===== src/rtl/rca_share_arb.sv =====
// Two-requester round-robin arbiter sharing one ripple-carry adder.
// One request in flight at a time: IDLE -> CALC -> RESP -> IDLE.

module rca_Nbits #(
    parameter int N = 8
) (
    input  logic [N-1:0] A,
    input  logic [N-1:0] B,
    input  logic         Cin,
    output logic [N-1:0] S,
    output logic         Cout
);
    logic [N:0] w_c;

    assign w_c[0] = Cin;

    for (genvar gi = 0; gi < N; gi++) begin : g_fa
        assign S[gi]      = A[gi] ^ B[gi] ^ w_c[gi];
        assign w_c[gi+1]  = (A[gi] & B[gi]) | (w_c[gi] & (A[gi] ^ B[gi]));
    end

    assign Cout = w_c[N];
endmodule

module rca_share_arb #(
    parameter int N = 8
) (
    input  logic         clk,
    input  logic         rst_n,
    input  logic         req0_valid,
    input  logic [N-1:0] req0_a,
    input  logic [N-1:0] req0_b,
    output logic         req0_ready,
    input  logic         req1_valid,
    input  logic [N-1:0] req1_a,
    input  logic [N-1:0] req1_b,
    output logic         req1_ready,
    output logic         rsp_valid,
    input  logic         rsp_ready,
    output logic         rsp_id,
    output logic [N-1:0] rsp_sum,
    output logic         rsp_cout
);
    typedef enum logic [1:0] {
        ST_IDLE = 2'd0,
        ST_CALC = 2'd1,
        ST_RESP = 2'd2
    } state_t;

    state_t       r_state;
    logic         r_prio;
    logic [N-1:0] r_a;
    logic [N-1:0] r_b;
    logic         r_id;
    logic         r_rsp_valid;
    logic         r_rsp_id;
    logic [N-1:0] r_rsp_sum;
    logic         r_rsp_cout;

    logic         w_gnt_valid;
    logic         w_gnt_id;
    logic [N-1:0] w_sel_a;
    logic [N-1:0] w_sel_b;
    logic [N-1:0] w_sum;
    logic         w_cout;

    // Grant decision; gated by rst_n so no ready leaks out while in reset.
    always_comb begin
        w_gnt_valid = 1'b0;
        w_gnt_id    = 1'b0;
        if (rst_n && (r_state == ST_IDLE)) begin
            if (req0_valid && req1_valid) begin
                w_gnt_valid = 1'b1;
                w_gnt_id    = r_prio;
            end else if (req0_valid) begin
                w_gnt_valid = 1'b1;
                w_gnt_id    = 1'b0;
            end else if (req1_valid) begin
                w_gnt_valid = 1'b1;
                w_gnt_id    = 1'b1;
            end else begin
                w_gnt_valid = 1'b0;
                w_gnt_id    = 1'b0;
            end
        end else begin
            w_gnt_valid = 1'b0;
            w_gnt_id    = 1'b0;
        end
    end

    // Operand selection for the granted requester.
    always_comb begin
        w_sel_a = {N{1'b0}};
        w_sel_b = {N{1'b0}};
        if (w_gnt_id) begin
            w_sel_a = req1_a;
            w_sel_b = req1_b;
        end else begin
            w_sel_a = req0_a;
            w_sel_b = req0_b;
        end
    end

    assign req0_ready = w_gnt_valid & ~w_gnt_id;
    assign req1_ready = w_gnt_valid &  w_gnt_id;

    rca_Nbits #(.N(N)) u_rca (
        .A    (r_a),
        .B    (r_b),
        .Cin  (1'b0),
        .S    (w_sum),
        .Cout (w_cout)
    );

    // Arbiter FSM with operand, ID and response registers.
    always_ff @(posedge clk or negedge rst_n) begin
        if (!rst_n) begin
            r_state     <= ST_IDLE;
            r_prio      <= 1'b0;
            r_a         <= {N{1'b0}};
            r_b         <= {N{1'b0}};
            r_id        <= 1'b0;
            r_rsp_valid <= 1'b0;
            r_rsp_id    <= 1'b0;
            r_rsp_sum   <= {N{1'b0}};
            r_rsp_cout  <= 1'b0;
        end else begin
            case (r_state)
                ST_IDLE: begin
                    if (w_gnt_valid) begin
                        r_a     <= w_sel_a;
                        r_b     <= w_sel_b;
                        r_id    <= w_gnt_id;
                        r_prio  <= ~w_gnt_id;
                        r_state <= ST_CALC;
                    end else begin
                        r_state <= ST_IDLE;
                    end
                end
                ST_CALC: begin
                    r_rsp_sum   <= w_sum;
                    r_rsp_cout  <= w_cout;
                    r_rsp_id    <= r_id;
                    r_rsp_valid <= 1'b1;
                    r_state     <= ST_RESP;
                end
                ST_RESP: begin
                    if (rsp_ready) begin
                        r_rsp_valid <= 1'b0;
                        r_state     <= ST_IDLE;
                    end else begin
                        r_state     <= ST_RESP;
                    end
                end
                default: begin
                    r_rsp_valid <= 1'b0;
                    r_state     <= ST_IDLE;
                end
            endcase
        end
    end

    assign rsp_valid = r_rsp_valid;
    assign rsp_id    = r_rsp_id;
    assign rsp_sum   = r_rsp_sum;
    assign rsp_cout  = r_rsp_cout;
endmodule


===== config.mk =====
export PLATFORM = sky130hd
export DESIGN_NAME = rca_share_arb
export DESIGN_NICKNAME = d
export VERILOG_FILES = /design/src/rtl/rca_share_arb.sv
export SDC_FILE = /design/constraint.sdc
export NUM_CORES = 1
export LEC_CHECK = 0
export CAP_MARGIN = 5
export CORE_UTILIZATION = 30
export CTS_CLUSTER_DIAMETER = 30
export DETAILED_ROUTE_END_ITERATION = 10
export GPL_TIMING_DRIVEN = 0
export HOLD_SLACK_MARGIN = 0.05
export PLACE_DENSITY = 0.56
export SYNTH_ARGS = -nofsm -noshare
export SYNTH_HDL_FRONTEND = slang
export SYNTH_SLANG_ARGS = --single-unit

===== constraint.sdc =====
create_clock -name clk -period 4.3 [get_ports clk]
set_clock_uncertainty 0.1 [all_clocks]
set_input_delay 0.86 -clock clk [delete_from_list [all_inputs] [get_ports clk]]
set_output_delay 0.86 -clock clk [all_outputs]
set_load 0.02 [all_outputs]

# Word-level counts from Yosys, hierarchy flattened

Cells that the tools add are included.

Word-level logic and storage cells: 72
Input port bits: 37
Register bits: 31
Output and inout bits: 13

Reduce and logical (&&, ||, !) cells: 5
Eq/ne operators: 3
Multiplexer cells: 14
Bitwise gates (word level): 41

Operators with widths:

| cell               | number |
|---|---|
| $and 1x1->1        | 17 |
| $mux 8             | 2 |
| $xor 1x1->1        | 15 |
| $mux 1             | 9 |
| $or 1x1->1         | 7 |
| $pmux 2 s3         | 1 |
| $reduce_and 2->1   | 2 |
| $pmux 1 s3         | 1 |
| $eq 2x1->1 const B | 1 |
| $eq 2x2->1 const B | 1 |
| $logic_and 1x1->1  | 2 |
| $logic_not 2->1    | 1 |
| $mux 2             | 1 |
| $ne 2x2->1 const B | 1 |
| $not 1->1          | 2 |

# Logic depth before layout (Yosys ltp)

Word-level depth: 15
Mapped depth: 12
Mapped depth without buffers: 12

# Hierarchy

From an unflattened synthesis, not the netlist that was laid out.

Cells, all modules: 119
Area, all modules: 1,595.3 µm²

By module, submodules not included:

| module        | instances | seq. area each (µm²) | cells an instance | area an instance (µm²) |
|---|---|---|---|---|
| rca_share_arb | 1         | 775.7                | 101               | 1,397.6 |
| rca_Nbits     | 1         | 0.0                  | 18                | 197.7 |

# Worst setup path after synthesis

OpenSTA, ideal clock, no wires.

Path type: reg2reg
From: register r_a[0]
To: register r_rsp_sum[7] (netlist: rsp_sum[7])
Required time: 4.117 ns
Stages on the path, launching flop included: 13
Period minus slack after synthesis: 3.426 ns
Path buffers: 0
Path slack: 0.874 ns
Arrival time: 3.244 ns
Library setup time: 0.083 ns
Cells stage by stage: dfrtp_1 -> ha_1 -> inv_1 -> fa_1 -> inv_1 -> fa_1 -> fa_1 -> fa_1 -> fa_1 -> fa_1 -> inv_1 -> fa_1 -> o21ai_0

Longest elaborated chain between the ends: 14

RTL lines:

| what                     | RTL line | RTL |
|---|---|---|
| start, declared          | 52       | `logic [N-1:0] r_a;` |
| start signal, assigned   | 120      | `r_a <= {N{1'b0}};` |
| start signal, assigned   | 131      | `r_a <= w_sel_a;` |
| $and 1x1->1 (2 in a row) | 19       | `assign w_c[gi+1] = (A[gi] & B[gi]) \| (w_c[gi] & (A[gi] ^ B[gi]));` |
| $or 1x1->1               | 19       |  |
| $and 1x1->1              | 19       |  |
| $or 1x1->1               | 19       |  |
| $and 1x1->1              | 19       |  |
| $or 1x1->1               | 19       |  |
| $and 1x1->1              | 19       |  |
| $or 1x1->1               | 19       |  |
| $and 1x1->1              | 19       |  |
| $or 1x1->1               | 19       |  |
| $and 1x1->1              | 19       |  |
| $or 1x1->1               | 19       |  |
| $xor 1x1->1              | 18       | `assign S[gi] = A[gi] ^ B[gi] ^ w_c[gi];` |
| end signal, assigned     | 125      | `r_rsp_sum <= {N{1'b0}};` |
| end signal, assigned     | 141      | `r_rsp_sum <= w_sum;` |
| end, declared            | 57       | `logic [N-1:0] r_rsp_sum;` |

No other way between the ends.
A chain may end at the register's enable or synchronous reset.

# Worst setup path in the final report

From: input rst_n
To: output req0_ready

Longest elaborated chain between the ends: 4
Elaborated cells between the ends (all ways): 5
Those cells by class: mux: 2; bitwise: 2; reduce/logical: 1

RTL lines:

| what                  | RTL line | RTL |
|---|---|---|
| start, declared       | 29       | `input logic rst_n,` |
| $logic_and 1x1->1 (*) | 71       | `if (rst_n && (r_state == ST_IDLE)) begin` |
| $mux 1                | 71       |  |
| $not 1->1             | 104      | `assign req0_ready = w_gnt_valid & ~w_gnt_id;` |
| $and 1x1->1 (*)       | 104      |  |
| end, declared         | 33       | `output logic req0_ready,` |

Every way passes the cells marked *; elsewhere a longest branch is shown, timed or not.

==> flow_metrics.py <==
metrics = {
    "drt": {
        "avgViaCountPerCell": 5.27,
        "drt-total-wl_mm": 4.34,
        "wire_per_inst_um": 15.6,
        "drt_iter0_markers": 47,
        "num_vias": 1465,
        "drc": 0,
        "dr.pass1.iters": 4,
        "detail-route-antenna-nets": 0,
    },
    "critical_path": {
        "cp.required_ns": 3.34,
        "r2r_end": "rsp_sum[7]$_DFFE_PN0P_",
        "end_kind": "output pin",
        "critPathKind": "input port to output pin",
        "cp.arrival_ns": 3.09,
        "critPathMaxStageDelay_ns": 0.61,
        "cp_num_cells": 6,
        "rrSetupSlack_ns": 0.68,
        "endpoint": "req0_ready",
        "crit_start": "rst_n",
        "crit_chain": "buf_2 > nor3b_4 > nand2_4 > buf_6 > nor2_2 > clkdlybuf4s50_1",
        "reg2reg_depth": 12,
        "cp_slowest_cell": "clkdlybuf4s50_1",
        "timing.rr.start": "r_a[0]$_DFFE_PN0P_",
        "cp-start-kind": "input port",
        "crit_fanout": 32,
        "crit_buf_inv": 3,
        "crit_family": "buffers and inverters",
    },
    "placed_design": {
        "place_hpwl_mm": 3.35,
        "place_congestion": 0.917,
        "place_ws_ns": 0.194,
        "dp_cells": 271,
        "io_buffer_count": 48,
    },
    "timing": {
        "rsz0062_at_grt": "no",
        "slew_headroom_pct": 53.2,
        "finalHoldViolCount": 0,
        "layout_min_cycle_time_ns": 4.05,
        "drv_slew": 0,
        "max_freq_mhz": 247,
        "finalSetupViolations": 0,
        "post-route-period-util_pct": 94.3,
        "tightest_slew_ns": 0.702,
        "hold_slack_ns": 0.373,
        "setup_ws_ns": 0.247,
    },
    "cts": {
        "cts_root_buf": "clkbuf_8",
        "clock_latency_ns": 0.28,
        "cts-resized-gates": 0,
        "cts_buffer_depth": 2,
        "cts_made_buffers": 5,
        "cts.clk_slew.worst_paths_ns": 0.06,
        "post-cts-setup-buffers": 0,
        "hold_buffers": 0,
        "cts_tree": "yes",
        "htree_levels": 2,
        "cts.sinks": 31,
    },
    "power_and_ir_drop": {
        "leakage_nw": 0.975,
        "swShare_pct": 37.2,
        "total_power_mw": 1.30,
        "clkPwrFrac_pct": 17.6,
        "p_sw_uw": 483,
        "p_per_area_nw_per_um2": 562,
        "cellInternalPower_uw": 815,
        "power_frac_seq_pct": 39.2,
        "irDropWorstVdd_mv": 0.202,
        "combPwrFrac_pct": 43.2,
    },
    "synthesis": {
        "yosys-top-cells-area": "dfrtp_1 (47%), fa_1 (8.4%), o2bb2ai_1 (8.4%), o311ai_1 (8.4%), a31oi_1 (6.0%)",
        "ys_top_cells_by_count": "dfrtp_1 (31), nand2_1 (26), a31oi_1 (16), o2bb2ai_1 (16), o311ai_1 (16)",
        "synth_cell_types": 26,
        "synthCells": 153,
        "syn_area_per_cell_um2": 10.8,
        "async_flop_share_pct": 100,
        "ys_ff_latch": 31,
        "synth_fp_nets": 198,
        "ys_seq_area_share_pct": 46.8,
        "netlist.area_leader.share_pct": 46.8,
        "synth.most_common_cell": "dfrtp_1",
        "ys.flop_type": "dfrtp_1",
        "yosys.area.top_type": "dfrtp_1",
        "synthesis.area_um2": 1660,
        "ys_warn_count": 0,
        "synth_edf_count": 0,
    },
    "global_route": {
        "grt_pass1_wl_mm": 7.39,
        "grt_overflow": 0,
        "antenna_found_initial": 0,
        "grtUsageTotal_pct": 16.3,
        "grt_max_degree": 33,
        "grt_pass1_vias": 1493,
    },
    "cells_and_area": {
        "fin_nets": 253,
        "diodes": 0,
        "num-fill-cells": 512,
        "final_layout_size_suffix_gt1_share_pct": 11.1,
        "stdcell_count": 278,
        "syn2layout_area_growth_pct": 39.2,
    },
    "floorplan": {
        "initial_core_util_pct": 31.9,
        "io_pins": 50,
        "die_y_um": 76.4,
        "fp.dieW_um": 76.4,
        "rows": 26,
        "dieArea_um2": 5830,
        "core-area_um2": 5200,
    },
    "min_path": {
        "hp-start": "rsp_sum[5]$_DFFE_PN0P_",
        "min-delay-path-class": "register to register",
    },
    "run_status": {
        "outcome": "complete, no violations",
    },
    "flow_run": {
        "cap_violations": 0,
    },
}
==> flip-flops by register name (all words and copies together), names as in the netlist <==
name / count
rsp_valid: 1
r_a: 8
r_b: 8
r_id: 1
r_state: 2
rsp_sum: 8
r_prio: 1
rsp_cout: 1
rsp_id: 1
==> power groups by stage <==
| stage | Clock (mW) | Combinational (mW) | Sequential (mW) |
|---|---|---|---|
| final | 0.228 | 0.561 | 0.509 |
| after global routing | 0.249 | 0.631 | 0.526 |
| after CTS | 0.237 | 0.570 | 0.510 |
| after detailed placement | 0 | 0.566 | 0.514 |
| after global placement | 0 | 0.558 | 0.509 |
| after floorplan | 0 | 0.291 | 0.549 |
==> worst min path at each step <==
stage	end	slack, ns	cells past startpoint
6_report	rsp_sum[5]$_DFFE_PN0P_	0.37	2
5_1_grt	r_id$_DFFE_PN0P_	0.39	1
4_1_cts	rsp_id$_DFFE_PN0P_	0.38	2
3_5_place_dp	r_id$_DFFE_PN0P_	0.37	1
3_3_place_gp	rsp_id$_DFFE_PN0P_	0.36	2
2_1_floorplan	rsp_id$_DFFE_PN0P_	0.34	2
==> routing by layer <==
| metal | global-route usage (%) | share of wire, % |
|---|---|---|
| met5 | 0 | 0 |
| met4 | 6.35 | 1.7 |
| met3 | 3.23 | 4.8 |
| met2 | 27.2 | 50 |
| met1 | 20.8 | 44 |
==> metrics by stage <==
stage	util, %	setup TNS [ns]	area (um^2)
floorplan	-	0	1660
global placement	42.8	-1.29	2230
detailed placement	42.7	0	2220
CTS	44.4	0	2310
global route	44.4	0	2310
finish	44.4	0	2310
==> cells by family after synthesis <==
group / Yosys count / synth area share [%]
compound gates: 55 / 25.3
simple gates: 37 / 11.0
flops: 31 / 46.8
buf+inv: 22 / 7.69
fa+ha+maj: 8 / 9.20
==> worst register-to-register path: cells and delay by family, from the launching register on <==
kind	cells	cell delay, ns
flip-flops	1	0.39
AO/OA/AOI/OAI	1	0.15
adder cells (fa/ha/maj)	8	2.71
buffers and inverters	3	0.20
==> area by class of cell <==
type	count	area, um^2	share of cell area (%)
plain buffers	13	93.8	4.06
clock buffers	6	82.6	3.58
clock inverters	1	5.00	0.217
inverters	9	33.8	1.46
multi-input cells	100	756	32.7
flip-flops and latches	31	776	33.6
well taps	70	87.6	3.79
repair buffers	48	475	20.6
==> cells in the final DEF, fill, tap and decap left out, types with 2 or more instances in the layout <==
cell type,netlist,routed
a31oi_1,16,16
buf_6,5,5
inv_1,9,9
clkbuf_1,2,2
nand2_1,26,26
fa_1,7,7
clkdlybuf4s50_1,0,47
clkbuf_8,0,6
dfrtp_1,31,31
nor2_1,2,2
o21ai_0,4,4
o2bb2ai_1,16,16
o311ai_1,16,16
buf_2,5,6
(Power assumes the default switching activity.)
